[src/rtl/wb_pkg.sv]
// Shared types for the register-file write-port arbiter: FSM states, the
// buffered MDU result entry and the hard-wired zero register index.
package wb_pkg;

    typedef enum logic [1:0] {
        IDLE  = 2'd0,
        WAIT  = 2'd1,
        FORCE = 2'd2
    } wb_state_t;

    typedef struct packed {
        logic [4:0]  rd;
        logic [31:0] data;
    } mdu_entry_t;

    localparam logic [4:0] REG_ZERO = 5'd0;

endpackage

[src/rtl/wb_result_fifo.sv]
// Small circular buffer for MDU results; one push and one pop per cycle.
// The head is read straight from storage, so an entry is visible only after its push edge.
module wb_result_fifo
    import wb_pkg::*;
#(
    parameter int DEPTH = 2,
    localparam int AW = $clog2(DEPTH),
    localparam int CW = $clog2(DEPTH + 1)
) (
    input  logic          clk,
    input  logic          rst,
    input  logic          push,
    input  mdu_entry_t    push_entry,
    input  logic          pop,
    output mdu_entry_t    head,
    output logic [CW-1:0] count
);

    mdu_entry_t    mem [DEPTH];
    logic [AW-1:0] wr_ptr;
    logic [AW-1:0] rd_ptr;

    // Storage has no reset; count and pointers alone define validity.
    always_ff @(posedge clk) begin
        if (push) begin
            mem[wr_ptr] <= push_entry;
        end
    end

    always_ff @(posedge clk) begin
        if (rst) begin
            wr_ptr <= '0;
            rd_ptr <= '0;
            count  <= '0;
        end else begin
            if (push) begin
                wr_ptr <= wr_ptr + AW'(1);
            end
            if (pop) begin
                rd_ptr <= rd_ptr + AW'(1);
            end
            count <= count + CW'(push) - CW'(pop);
        end
    end

    assign head = mem[rd_ptr];

endmodule

[src/rtl/wb_port_arbiter.sv]
// Shares the register-file write port between the writeback stage and buffered
// MDU results, stealing the port with a WB stall once a result has waited too long.
//
// state | meaning
// IDLE  | result buffer empty
// WAIT  | head entry present, pipeline has priority, wait_cnt ages the head
// FORCE | head has waited MAX_WAIT cycles; drain it now and stall WB
module wb_port_arbiter
    import wb_pkg::*;
#(
    parameter int FIFO_DEPTH = 2,
    parameter int MAX_WAIT   = 4
) (
    input  logic        clk,
    input  logic        rst,
    input  logic        reg_write_WB,
    input  logic [4:0]  rd_WB,
    input  logic [31:0] write_data_WB,
    output logic        stall_WB,
    input  logic        mdu_issue,
    input  logic [4:0]  mdu_issue_rd,
    input  logic        mdu_valid,
    input  logic [4:0]  mdu_rd,
    input  logic [31:0] mdu_data,
    output logic        mdu_ready,
    output logic [31:0] rd_busy,
    output logic        rf_we,
    output logic [4:0]  rf_waddr,
    output logic [31:0] rf_wdata
);

    localparam int CW = $clog2(FIFO_DEPTH + 1);
    localparam int WW = $clog2(MAX_WAIT + 1);

    wb_state_t     state, state_nxt;
    logic [WW-1:0] wait_cnt, wait_nxt;
    logic [CW-1:0] count;
    mdu_entry_t    head;
    logic [31:0]   busy_nxt;
    logic          pipe_req, accept, drain, last_entry;

    assign pipe_req   = reg_write_WB && (rd_WB != REG_ZERO);
    assign mdu_ready  = (count != CW'(FIFO_DEPTH));
    assign accept     = mdu_valid && mdu_ready;
    assign last_entry = (count == CW'(1));

    wb_result_fifo #(.DEPTH(FIFO_DEPTH)) u_fifo (
        .clk       (clk),
        .rst       (rst),
        .push      (accept),
        .push_entry('{rd: mdu_rd, data: mdu_data}),
        .pop       (drain),
        .head      (head),
        .count     (count)
    );

    always_comb begin
        stall_WB = 1'b0;
        rf_we    = 1'b0;
        rf_waddr = '0;
        rf_wdata = '0;
        drain    = 1'b0;
        if (!rst) begin
            if (state == FORCE) begin
                drain    = 1'b1;
                stall_WB = 1'b1;
            end else if (pipe_req) begin
                rf_we    = 1'b1;
                rf_waddr = rd_WB;
                rf_wdata = write_data_WB;
            end else if (count != '0) begin
                drain = 1'b1;
            end
            // A drained x0 result is simply discarded.
            if (drain && head.rd != REG_ZERO) begin
                rf_we    = 1'b1;
                rf_waddr = head.rd;
                rf_wdata = head.data;
            end
        end
    end

    always_comb begin
        state_nxt = state;
        wait_nxt  = wait_cnt;
        case (state)
            IDLE: begin
                if (accept) begin
                    state_nxt = WAIT;
                    wait_nxt  = '0;
                end
            end
            WAIT: begin
                if (drain) begin
                    wait_nxt = '0;
                    if (last_entry && !accept) begin
                        state_nxt = IDLE;
                    end
                end else if (wait_cnt == WW'(MAX_WAIT - 1)) begin
                    state_nxt = FORCE;
                end else begin
                    wait_nxt = wait_cnt + WW'(1);
                end
            end
            FORCE: begin
                wait_nxt  = '0;
                state_nxt = (last_entry && !accept) ? IDLE : WAIT;
            end
            default: begin
                state_nxt = IDLE;
                wait_nxt  = '0;
            end
        endcase
    end

    // Issue is applied after the drain clear so a same-register set wins.
    always_comb begin
        busy_nxt = rd_busy;
        if (drain) begin
            busy_nxt[head.rd] = 1'b0;
        end
        if (mdu_issue && mdu_issue_rd != REG_ZERO) begin
            busy_nxt[mdu_issue_rd] = 1'b1;
        end
    end

    always_ff @(posedge clk) begin
        if (rst) begin
            state    <= IDLE;
            wait_cnt <= '0;
            rd_busy  <= '0;
        end else begin
            state    <= state_nxt;
            wait_cnt <= wait_nxt;
            rd_busy  <= busy_nxt;
        end
    end

    // Re-issuing to a busy register is only legal when that result drains this cycle.
    always_ff @(posedge clk) begin
        if (!rst && mdu_issue && mdu_issue_rd != REG_ZERO) begin
            a_issue_busy: assert (!rd_busy[mdu_issue_rd] || (drain && head.rd == mdu_issue_rd));
        end
    end

endmodule

[config.mk]
export PLATFORM = sky130hd
export DESIGN_NAME = wb_port_arbiter
export DESIGN_NICKNAME = d
export VERILOG_FILES = /design/src/rtl/wb_pkg.sv /design/src/rtl/wb_result_fifo.sv /design/src/rtl/wb_port_arbiter.sv
export SDC_FILE = /design/constraint.sdc
export NUM_CORES = 1
export LEC_CHECK = 0
export BUFFER_PORTS_ARGS = -buffer_cell sky130_fd_sc_hd__buf_2
export CORE_ASPECT_RATIO = 2
export CORE_MARGIN = 2
export CORE_UTILIZATION = 55
export DETAILED_ROUTE_END_ITERATION = 10
export MAX_ROUTING_LAYER = met4
export PLACE_DENSITY = 0.89
export SYNTH_ARGS = -nofsm -noshare
export SYNTH_HDL_FRONTEND = slang
export SYNTH_HIERARCHICAL = 1
export SYNTH_SLANG_ARGS = --single-unit
[constraint.sdc]
create_clock -name clk -period 4.8 [get_ports clk]
set_input_delay 0.48 -clock clk [delete_from_list [all_inputs] [get_ports clk]]
set_output_delay 0.48 -clock clk [all_outputs]
set_load 0.005 [all_outputs]
==> impl_metrics.csv, run 1 <==
group,metric,value,unit
synthesis,synth-seq-cells,116,
synthesis,yosysWarnings,6,
synthesis,ys_seq_area_share,59.9,%
final_layout,final_layout_size_suffix_gt1_share,42.9,%
job,maxCapViolations,0,
die,start_util,56.8,%
cts,post_cts_buffers,0,
cts,cts.clk_slew.worst_paths,0.05,ns
timing,post-route-period-util,73.5,%
die,core-area,0.00901,mm^2
synthesis,synth_top_family_by_area,"compound AO/OA/AOI/OAI gates",
synthesis,synth_area_leaders,"edfxtp_1 (43%), dfxtp_1 (16%), mux2_4 (8.8%), a22o_1 (5.5%), o311ai_0 (4.1%)",
final_layout,n_antenna_cell,0,
setup_path,cp.arrival,3.05,ns
drt,vias,3891,
setup_path,path_max_fanout,32,
power_and_ir_drop,p_per_area,497,mW/mm^2
placed_design,port_buffers,155,
global_routing,grt_pass1_vias,3986,
synthesis,synth_edf_count,74,
cts,cts_tree,"done",
placed_design,hpwl,8.97,mm
global_routing,grt_max_degree,38,
synthesis,synth_cell_type_count,46,
timing,clock.fmax,283,MHz
setup_path,endpoint_kind,"output port",
synthesis,synth.most_common_cell,"edfxtp_1",
cts,cts.sinks,116,
min_path,hold_path.class,"input port to register",
synthesis,synth_xor_area_share,0.782,%
setup_path,worstReg2RegStart,"state[0]",
timing,max-slew-margin-rel,16.8,%
final_layout,fillerInstances,603,
timing,tns,0,ns
timing,grt_setup_unrepaired,"no",
timing,clock_skew,0.0126,ns
synthesis,synthTopCellsByCount,"edfxtp_1 (74), dfxtp_1 (42), a22o_1 (32)",
final_layout,area_delta_synth_final,27.4,%
power_and_ir_drop,leakage,2.70,nW
synthesis,synthesis.area,0.00512,mm^2
global_routing,antenna_found_initial,0,
timing,setup-violations-final,0,
cts,cts_root_buf,"clkbuf_16",
cts,cts.path.max_buffers,2,
synthesis,synth_flop_cell,"edfxtp_1",
cts,cts.htree.levels,4,
drt,drtIter0Drc,263,
timing,fin_hold_ws,0.261,ns
placed_design,gp_congestion,0.981,
final_layout,multi_input_area,0.00186,mm^2
drt,drt-pass1-iter-count,5,
outcome,status,"completed",
power_and_ir_drop,finalPower,3.24,mW
die,fp-row-count,49,
drt,vias_per_cell,6.03,
drt,ant_nets,0,
drt,wl_per_cell,19.5,um
setup_path,startpoint_type,"register",
timing,post-route-min-period,3.53,ns
timing,drv_slew,0,
synthesis,synth_nets,462,
synthesis,synth_cells,374,
cts,cts_made_buffers,17,
synthesis,synth_fa_ha_area_share,0.978,%
synthesis,synth-async-reset-ratio,0,%
timing,final-hold-violation-count,0,
setup_path,crit_required,4.32,ns
die,die_w,72.2,um
cts,worstSkewPairLatency,0.41,ns
synthesis,synth_compound_area_share,16.0,%
die,ios,156,
min_path,worstHoldStart,"mdu_rd[3]",
power_and_ir_drop,max-vdd-ir-drop,0.299,mV
global_routing,grt_usage,25.9,%
synthesis,synth-simple-area-share,8.00,%
synthesis,avgSynthCellArea,13.7,um^2
synthesis,synth_top_area_share,43.4,%
synthesis,muxShareOfSynthArea,10.3,%
timing,worst_pin_slew,1.25,ns
synthesis,yosysTopAreaCell,"edfxtp_1",
final_layout,nets,618,
cts,cts_resized,0,
drt,drc,0,
setup_path,crit_type,"register to output port",
global_routing,overflow,0,
die,die_h,140,um
cts,cts_hold_buf,0,
drt,wl,12.6,mm
global_routing,grt_pass1_wl,19.3,mm
die,die_area,0.0101,mm^2
final_layout,seqCellArea,0.00306,mm^2
==> per-layer routing <==
layer,GRT usage [%],vias up,part of all wire (%)
li1,-,1803,-
met1,24.8,1855,35
met2,46.2,200,56
met3,6.47,33,6.2
met4,13.3,0,3.0
met5,-,-,0
==> state kept, by name, summed over array words and instances (netlist names), named ones only <==
name           count
rd_busy           32
state              2
u_fifo/count       2
u_fifo/mem        74
u_fifo/rd_ptr      1
u_fifo/wr_ptr      1
wait_cnt           3
==> per-stage QoR <==
step	utilization, %	instance area, um^2	setup WS, ns	instances
after CTS	72.3	6520	1.23	645
final	72.3	6520	1.27	645
after global routing	72.3	6520	1.13	645
after detailed placement	65.5	5910	1.61	613
after global placement	65.5	5910	1.70	613
after floorplan	-	5120	2.04	374
==> final timing paths <==
| kind | endpoint | slack [ns] | cells past startpoint |
|---|---|---|---|
| hold reg to reg | rd_busy[12] | 0.47 | 2 |
| setup / recovery | rf_wdata[30] | 1.27 | 7 |
| setup reg to reg | u_fifo/count[1] | 2.16 | 9 |
| hold / removal | u_fifo/mem[0][35] | 0.26 | 1 |
==> worst max-delay path, cell delays in order (launching register included) <==
cell and delay, ns:
dfxtp_2 0.51, buf_4 0.49, mux2_2 0.51, nor3_1 0.41, nor3_4 0.04, buf_4 0.26, a22o_1 0.28, buf_2 0.13
==> layout by cell type, fill, tap and decap left out, types with 3 or more instances in the layout <==
master and n:
mux2_4 30, o21ai_0 25, clkbuf_1 4, o311ai_0 24, buf_4 3, nand2_1 8
or3b_2 3, nand3b_1 4, nand2b_1 4, nor2_1 15, buf_2 155, nand3_1 8
dfxtp_1 41, inv_1 15, nor2b_1 4, nor4_1 7, a22oi_1 5, o32ai_1 9
clkbuf_16 21, and3_1 3, mux2_2 7, a22o_1 32, ha_1 4, edfxtp_1 74
clkbuf_8 3
==> report_power, final <==
part	total (mW)	internal [mW]	leakage, nW	switching [mW]
Clock	1.25	0.826	0.297	0.420
Combinational	0.707	0.320	1.37	0.387
Sequential	1.29	1.23	1.03	0.0603
Total	3.24	2.37	2.70	0.867
==> cells by family after synthesis <==
family | count (synthesis)
flip-flops | 116
AO/OA/AOI/OAI | 106
AND/OR/NAND/NOR | 72
multiplexers | 37
buffers and inverters | 36
adder cells (fa/ha/maj) | 4
XOR/XNOR | 3
==> cell type report <==
class                           count  share of cell area [%]
Clock buffer                       28                    8.93
Clock inverter                      4                   0.461
Inverter                           15                   0.864
Multi-Input combinational cell    222                    28.5
Sequential cell                   116                    47.0
Tap cell                          102                    1.96
Timing Repair Buffer              158                    12.2
Note: power is estimated with default switching activity, not from simulation.
==> inputs of run 2 (changes only) <==
--- a/config.mk
+++ b/config.mk
@@ -8,10 +8,10 @@
 export BUFFER_PORTS_ARGS = -buffer_cell sky130_fd_sc_hd__buf_2
 export CORE_ASPECT_RATIO = 2
 export CORE_MARGIN = 2
-export CORE_UTILIZATION = 55
+export CORE_UTILIZATION = 46
 export DETAILED_ROUTE_END_ITERATION = 10
 export MAX_ROUTING_LAYER = met4
-export PLACE_DENSITY = 0.89
+export PLACE_DENSITY = 0.8
 export SYNTH_ARGS = -nofsm -noshare
 export SYNTH_HDL_FRONTEND = slang
 export SYNTH_HIERARCHICAL = 1
==> constraint.sdc (replaced) <==
create_clock -name clk -period 2.95 [get_ports clk]
set_input_delay 0.295 -clock clk [delete_from_list [all_inputs] [get_ports clk]]
set_output_delay 0.295 -clock clk [all_outputs]
set_load 0.005 [all_outputs]
==> run 2 against run 1 <==
Effect of this change: non-clock buffer count rose by 8; core utilization fell by 11 points; clock power rose by 63%; highest routed layer unchanged.
==> impl_metrics.csv, run 2 (synthesis gave the netlist of run 1 again) <==
group,metric,value,unit
placed_design,gp_congestion,0.874,
cts,cts_made_buffers,17,
setup_path,slowest_delay,0.44,ns
setup_path,worstPathCellList,"mux2_4 -> or3_4 -> nor3_4 -> buf_4 -> nor3_4 -> buf_12 -> a22o_1 -> buf_2",
power_and_ir_drop,p_per_area,806,mW/mm^2
final_layout,post-route-util,61.5,%
setup_path,path_buf_inv,3,
die,die_area,0.0120,mm^2
final_layout,final_layout_size_suffix_gt1_share,44.0,%
cts,cts.clk_slew.worst_paths,0.05,ns
timing,tns,0,ns
timing,setup-violations-final,0,
setup_path,slowest_stage,"or3_4",
drt,wl_per_cell,19.3,um
timing,clock_skew,0.00740,ns
timing,grt_setup_unrepaired,"no",
global_routing,grt_pass1_wl,20.4,mm
setup_path,startpoint_type,"register",
timing,worst_pin_slew,0.741,ns
die,core-area,0.0109,mm^2
die,die_h,153,um
timing,post-route-period-util,96.9,%
placed_design,dpl-instance-area,0.00600,mm^2
final_layout,top_register,"u_fifo/mem",
cts,cts_tree,"done",
global_routing,grt_max_degree,36,
placed_design,port_buffers,155,
timing,max-slew-margin-rel,50.5,%
drt,ant_nets,0,
power_and_ir_drop,finalPower,5.39,mW
timing,clock.fmax,350,MHz
drt,drtIter0Drc,296,
final_layout,post-route-cell-area,0.00669,mm^2
final_layout,nets,627,
setup_path,crit_family,"simple AND/OR/NAND/NOR gates",
global_routing,grt_pass1_vias,4179,
min_path,worstHoldStart,"mdu_data[23]",
cts,cts_root_buf,"clkbuf_16",
timing,drv_slew,0,
drt,vias_per_cell,5.77,
setup_path,r2r-end,"u_fifo/count[1]",
die,die_w,78.6,um
setup_path,path_max_fanout,16,
final_layout,largest_register_ffs,74,
drt,drc,0,
setup_path,crit_type,"register to output port",
setup_path,cp.arrival,2.56,ns
cts,cts.sinks,116,
drt,vias,4005,
final_layout,mostFrequentLayoutCells,"buf_2 (155), edfxtp_1 (74), dfxtp_1 (41), mux2_4 (33), a22o_1 (32)",
setup_path,endpoint_kind,"output port",
min_path,hold_path.class,"input port to register",
drt,drt-pass1-iter-count,6,
global_routing,overflow,0,
placed_design,hpwl,9.40,mm
min_path,holdPathStages,1,
die,fp-row-count,54,
final_layout,reg_top3,"u_fifo/mem (74), rd_busy (32), wait_cnt (3)",
drt,wl,13.4,mm
die,ios,156,
cts,cts_hold_buf,0,
power_and_ir_drop,leakage,2.76,nW
cts,cts.path.max_buffers,2,
job,maxCapViolations,0,
cts,worstSkewPairLatency,0.39,ns
setup_path,crit_required,2.65,ns
setup_path,reg2reg_slack,0.46,ns
cts,cts.htree.levels,4,
setup_path,r2r_cells,9,
global_routing,antenna_found_initial,1,
min_path,whs_endpoint,"u_fifo/mem[1][23]",
setup_path,crit_path_frequent_cell,"nor3_4",
timing,setup_ws,0.0917,ns
final_layout,final_common_cell,"buf_2",
global_routing,grt_usage,23.1,%
power_and_ir_drop,max-vdd-ir-drop,0.550,mV
timing,post-route-min-period,2.86,ns
timing,final-hold-violation-count,0,
placed_design,dp_slack,0.0178,ns
outcome,status,"completed",
setup_path,worstReg2RegStart,"state[0]",
die,start_util,47.0,%
final_layout,area_delta_synth_final,30.7,%
==> run 2: repair_timing <==
item,CTS,global route
endpoints found under the setup margin,32,19
pin swaps,2,1
resized for setup,4,3
buffers inserted,3,0
cloned,1,0
==> run 2: worst max path at each step <==
stage | endpoint | slack (ns) | from | cells after the start
final | rf_wdata[30] | 0.09 | register | 8
after global routing | rf_wdata[0] | 0.009 | register | 8
after CTS | rf_wdata[0] | 0.03 | register | 8
after detailed placement | rf_wdata[0] | 0.02 | rd_WB[1] | 6
after global placement | rf_wdata[30] | 0.13 | rd_WB[1] | 6
after floorplan | u_fifo/mem[0][0] | 0.19 | u_fifo/count[0] | 4
==> run 2: routing by layer <==
layer / part of all wire [%] / wire (um) / vias to the layer above / global-route usage [%]
li1: - / - / 1826 / -
met1: 34 / 4570 / 1926 / 21.1
met2: 57 / 7590 / 214 / 42.3
met3: 6.1 / 817 / 39 / 5.79
met4: 3.3 / 445 / 0 / 12.3
met5: 0 / 0 / - / -
==> run 2: stage by stage <==
stage,std cells,hold WS (ns)
after floorplan,374,0.367
after global placement,656,0.462
after detailed placement,656,0.472
after CTS,692,0.0638
after global routing,693,0.0619
final,694,0.0845
==> run 2: final cells by class <==
class | instances | area (um^2)
fillers | 813 | 4190
flip-flops and latches | 116 | 3060
multi-input cells | 223 | 1900
repair buffers | 166 | 883
clock buffers | 25 | 508
well taps | 140 | 175
clock inverters | 7 | 92.6
inverters | 15 | 56.3
diodes | 2 | 5.00
==> run 2: power breakdown <==
part | leakage (nW) | total, mW | switching [mW] | internal, mW
clock | 0.292 | 2.04 | 0.676 | 1.37
combinational | 1.43 | 1.26 | 0.687 | 0.577
sequential | 1.03 | 2.08 | 0.0930 | 1.99
==> inputs of run 3 (changes only) <==
--- a/config.mk
+++ b/config.mk
@@ -5,13 +5,14 @@
 export SDC_FILE = /design/constraint.sdc
 export NUM_CORES = 1
 export LEC_CHECK = 0
-export BUFFER_PORTS_ARGS = -buffer_cell sky130_fd_sc_hd__buf_2
 export CORE_ASPECT_RATIO = 2
 export CORE_MARGIN = 2
-export CORE_UTILIZATION = 46
+export CORE_UTILIZATION = 55
 export DETAILED_ROUTE_END_ITERATION = 10
+export DONT_BUFFER_PORTS = 1
 export MAX_ROUTING_LAYER = met4
-export PLACE_DENSITY = 0.8
+export PLACE_DENSITY = 0.77
+export SKIP_LAST_GASP = 1
 export SYNTH_ARGS = -nofsm -noshare
 export SYNTH_HDL_FRONTEND = slang
 export SYNTH_HIERARCHICAL = 1
==> run 3 against run 2 <==
Effect of this change: die area shrank 16%; sequential share of layout area up 4.1 points; wire length is 9.5% lower; critical path depth is 2 lower; combinational power down 12%; design area down 8.2%; clock power shrank 7%; register-to-register slack is essentially flat; hold slack got worse by 0.062 ns; flip-flop and latch count stayed put; total power shrank 5.6%; first-iteration DRC count is 29% lower; largest cell class unchanged.
==> impl_metrics.csv, run 3 (synthesis gave the netlist of run 1 again) <==
group,metric,value,unit
global_routing,overflow,0,
die,die_w,72.2,um
power_and_ir_drop,leakage,2.15,nW
cts,cts_root_buf,"clkbuf_16",
min_path,hold_path.class,"input port to register",
final_layout,area_delta_synth_final,20.0,%
placed_design,dp_slack,0.280,ns
placed_design,hpwl,8.30,mm
global_routing,grt_max_degree,36,
job,maxCapViolations,0,
timing,clock.fmax,352,MHz
setup_path,worstPathCellList,"mux2_2 -> or3_1 -> nor3_4 -> buf_4 -> nor3_4 -> a22o_1",
drt,vias,3482,
setup_path,crit_required,2.65,ns
placed_design,port_buffers,0,
drt,wl_per_cell,22.8,um
timing,grt_setup_unrepaired,"no",
global_routing,grt_usage,25.2,%
cts,cts.htree.levels,4,
die,die_area,0.0101,mm^2
drt,top_layer,"met4",
cts,cts_made_buffers,17,
timing,max-slew-margin-rel,42.6,%
final_layout,reg_top3,"u_fifo/mem (74), rd_busy (32), wait_cnt (3)",
final_layout,n_antenna_cell,0,
setup_path,crit_type,"register to output port",
global_routing,antenna_found_initial,0,
power_and_ir_drop,p_per_area,828,mW/mm^2
die,core-area,0.00901,mm^2
final_layout,nets,507,
timing,setup-violations-final,0,
die,start_util,56.8,%
drt,wl_met3,903,um
timing,drv_slew,0,
timing,fin_hold_ws,0.0220,ns
setup_path,path_max_fanout,16,
final_layout,largest_register_ffs,74,
global_routing,grt_pass1_vias,3642,
setup_path,startpoint_type,"register",
placed_design,dpl-instance-area,0.00516,mm^2
drt,vias_per_cell,6.52,
drt,wl_met1,4.04,mm
outcome,status,"completed",
die,ios,156,
final_layout,final_layout_size_suffix_gt1_share,20.4,%
final_layout,post-route-cell-area,0.00614,mm^2
timing,worst_pin_slew,0.850,ns
cts,cts_tree,"done",
setup_path,path_buf_inv,1,
drt,route.met2.wl,6.87,mm
cts,cts.clk_slew.worst_paths,0.06,ns
setup_path,endpoint_kind,"output port",
timing,post-route-period-util,96.2,%
setup_path,slowest_stage,"or3_1",
power_and_ir_drop,max-vdd-ir-drop,0.561,mV
setup_path,slowest_delay,0.52,ns
drt,drt-pass1-iter-count,4,
drt,drtIter0Drc,211,
die,fp-row-count,49,
setup_path,cp.arrival,2.54,ns
setup_path,crit_path_frequent_cell,"nor3_4",
cts,cts.path.max_buffers,2,
setup_path,crit_family,"simple AND/OR/NAND/NOR gates",
final_layout,top_register,"u_fifo/mem",
drt,wl,12.2,mm
die,die_h,140,um
cts,worstSkewPairLatency,0.41,ns
final_layout,mostFrequentLayoutCells,"edfxtp_1 (74), dfxtp_1 (41), dlygate4sd3_1 (38), a22o_1 (32), mux2_4 (30)",
drt,drc,0,
power_and_ir_drop,finalPower,5.09,mW
placed_design,gp_congestion,0.891,
timing,setup_ws,0.111,ns
final_layout,instances_no_fill,534,
drt,ant_nets,0,
global_routing,grt_pass1_wl,18.4,mm
timing,final-hold-violation-count,0,
timing,post-route-min-period,2.84,ns
placed_design,placed_cells,462,
final_layout,final_common_cell,"edfxtp_1",
cts,cts.sinks,116,
timing,clock_skew,0.0119,ns
-- run 3: cell count changes in the layout (fill, tap and decap cells not counted), moves of 3 or more --
cell / change
mux2_2: +3
mux2_4: -3
clkbuf_1: -5
clkinv_4: +6
dlygate4sd3_1: +38
buf_2: -155
-- run 3: timing repair --
item	in CTS	in global routing
cloned	1	0
pin swaps	1	2
endpoints found under the hold margin	87	0
endpoints found under the setup margin	32	32
hold buffers	38	0
buffers inserted	0	1
gates resized for setup	3	1
-- run 3: area by class of cell --
class	count	area (um^2)
multi-input cells	223	1890
flip-flops and latches	116	3060
well taps	102	128
repair buffers	46	440
clock buffers	17	425
inverters	15	56.3
clock inverters	15	136
fillers	639	2870
-- run 3: stage by stage --
step           util [%]  setup TNS [ns]
6_report           68.2               0
5_1_grt            68.2               0
4_1_cts            68.0        -0.00166
3_5_place_dp       57.3               0
3_3_place_gp       57.3               0
2_1_floorplan         -               0
-- run 3: power by group --
group	switching [mW]	internal [mW]
clock network	0.735	1.16
logic	0.631	0.483
registers	0.0898	1.99
-- run 3: worst paths after layout --
path / slack [ns] / depth (start not counted) / start / endpoint
worst max-delay path: 0.11 / 6 / register / rf_wdata[24]
worst min-delay path: 0.02 / 1 / rst / rd_busy[28]
worst max register to register: 0.47 / 8 / state[0] / u_fifo/count[0]
worst min register to register: 0.49 / 2 / wait_cnt[2] / wait_cnt[2]
-- run 3: metal layers --
| layer | GRT usage, % | vias to the layer above |
|---|---|---|
| met5 | - | - |
| met2 | 45.3 | 177 |
| met4 | 12.7 | 0 |
| li1 | - | 1588 |
| met1 | 23.1 | 1689 |
| met3 | 7.41 | 28 |
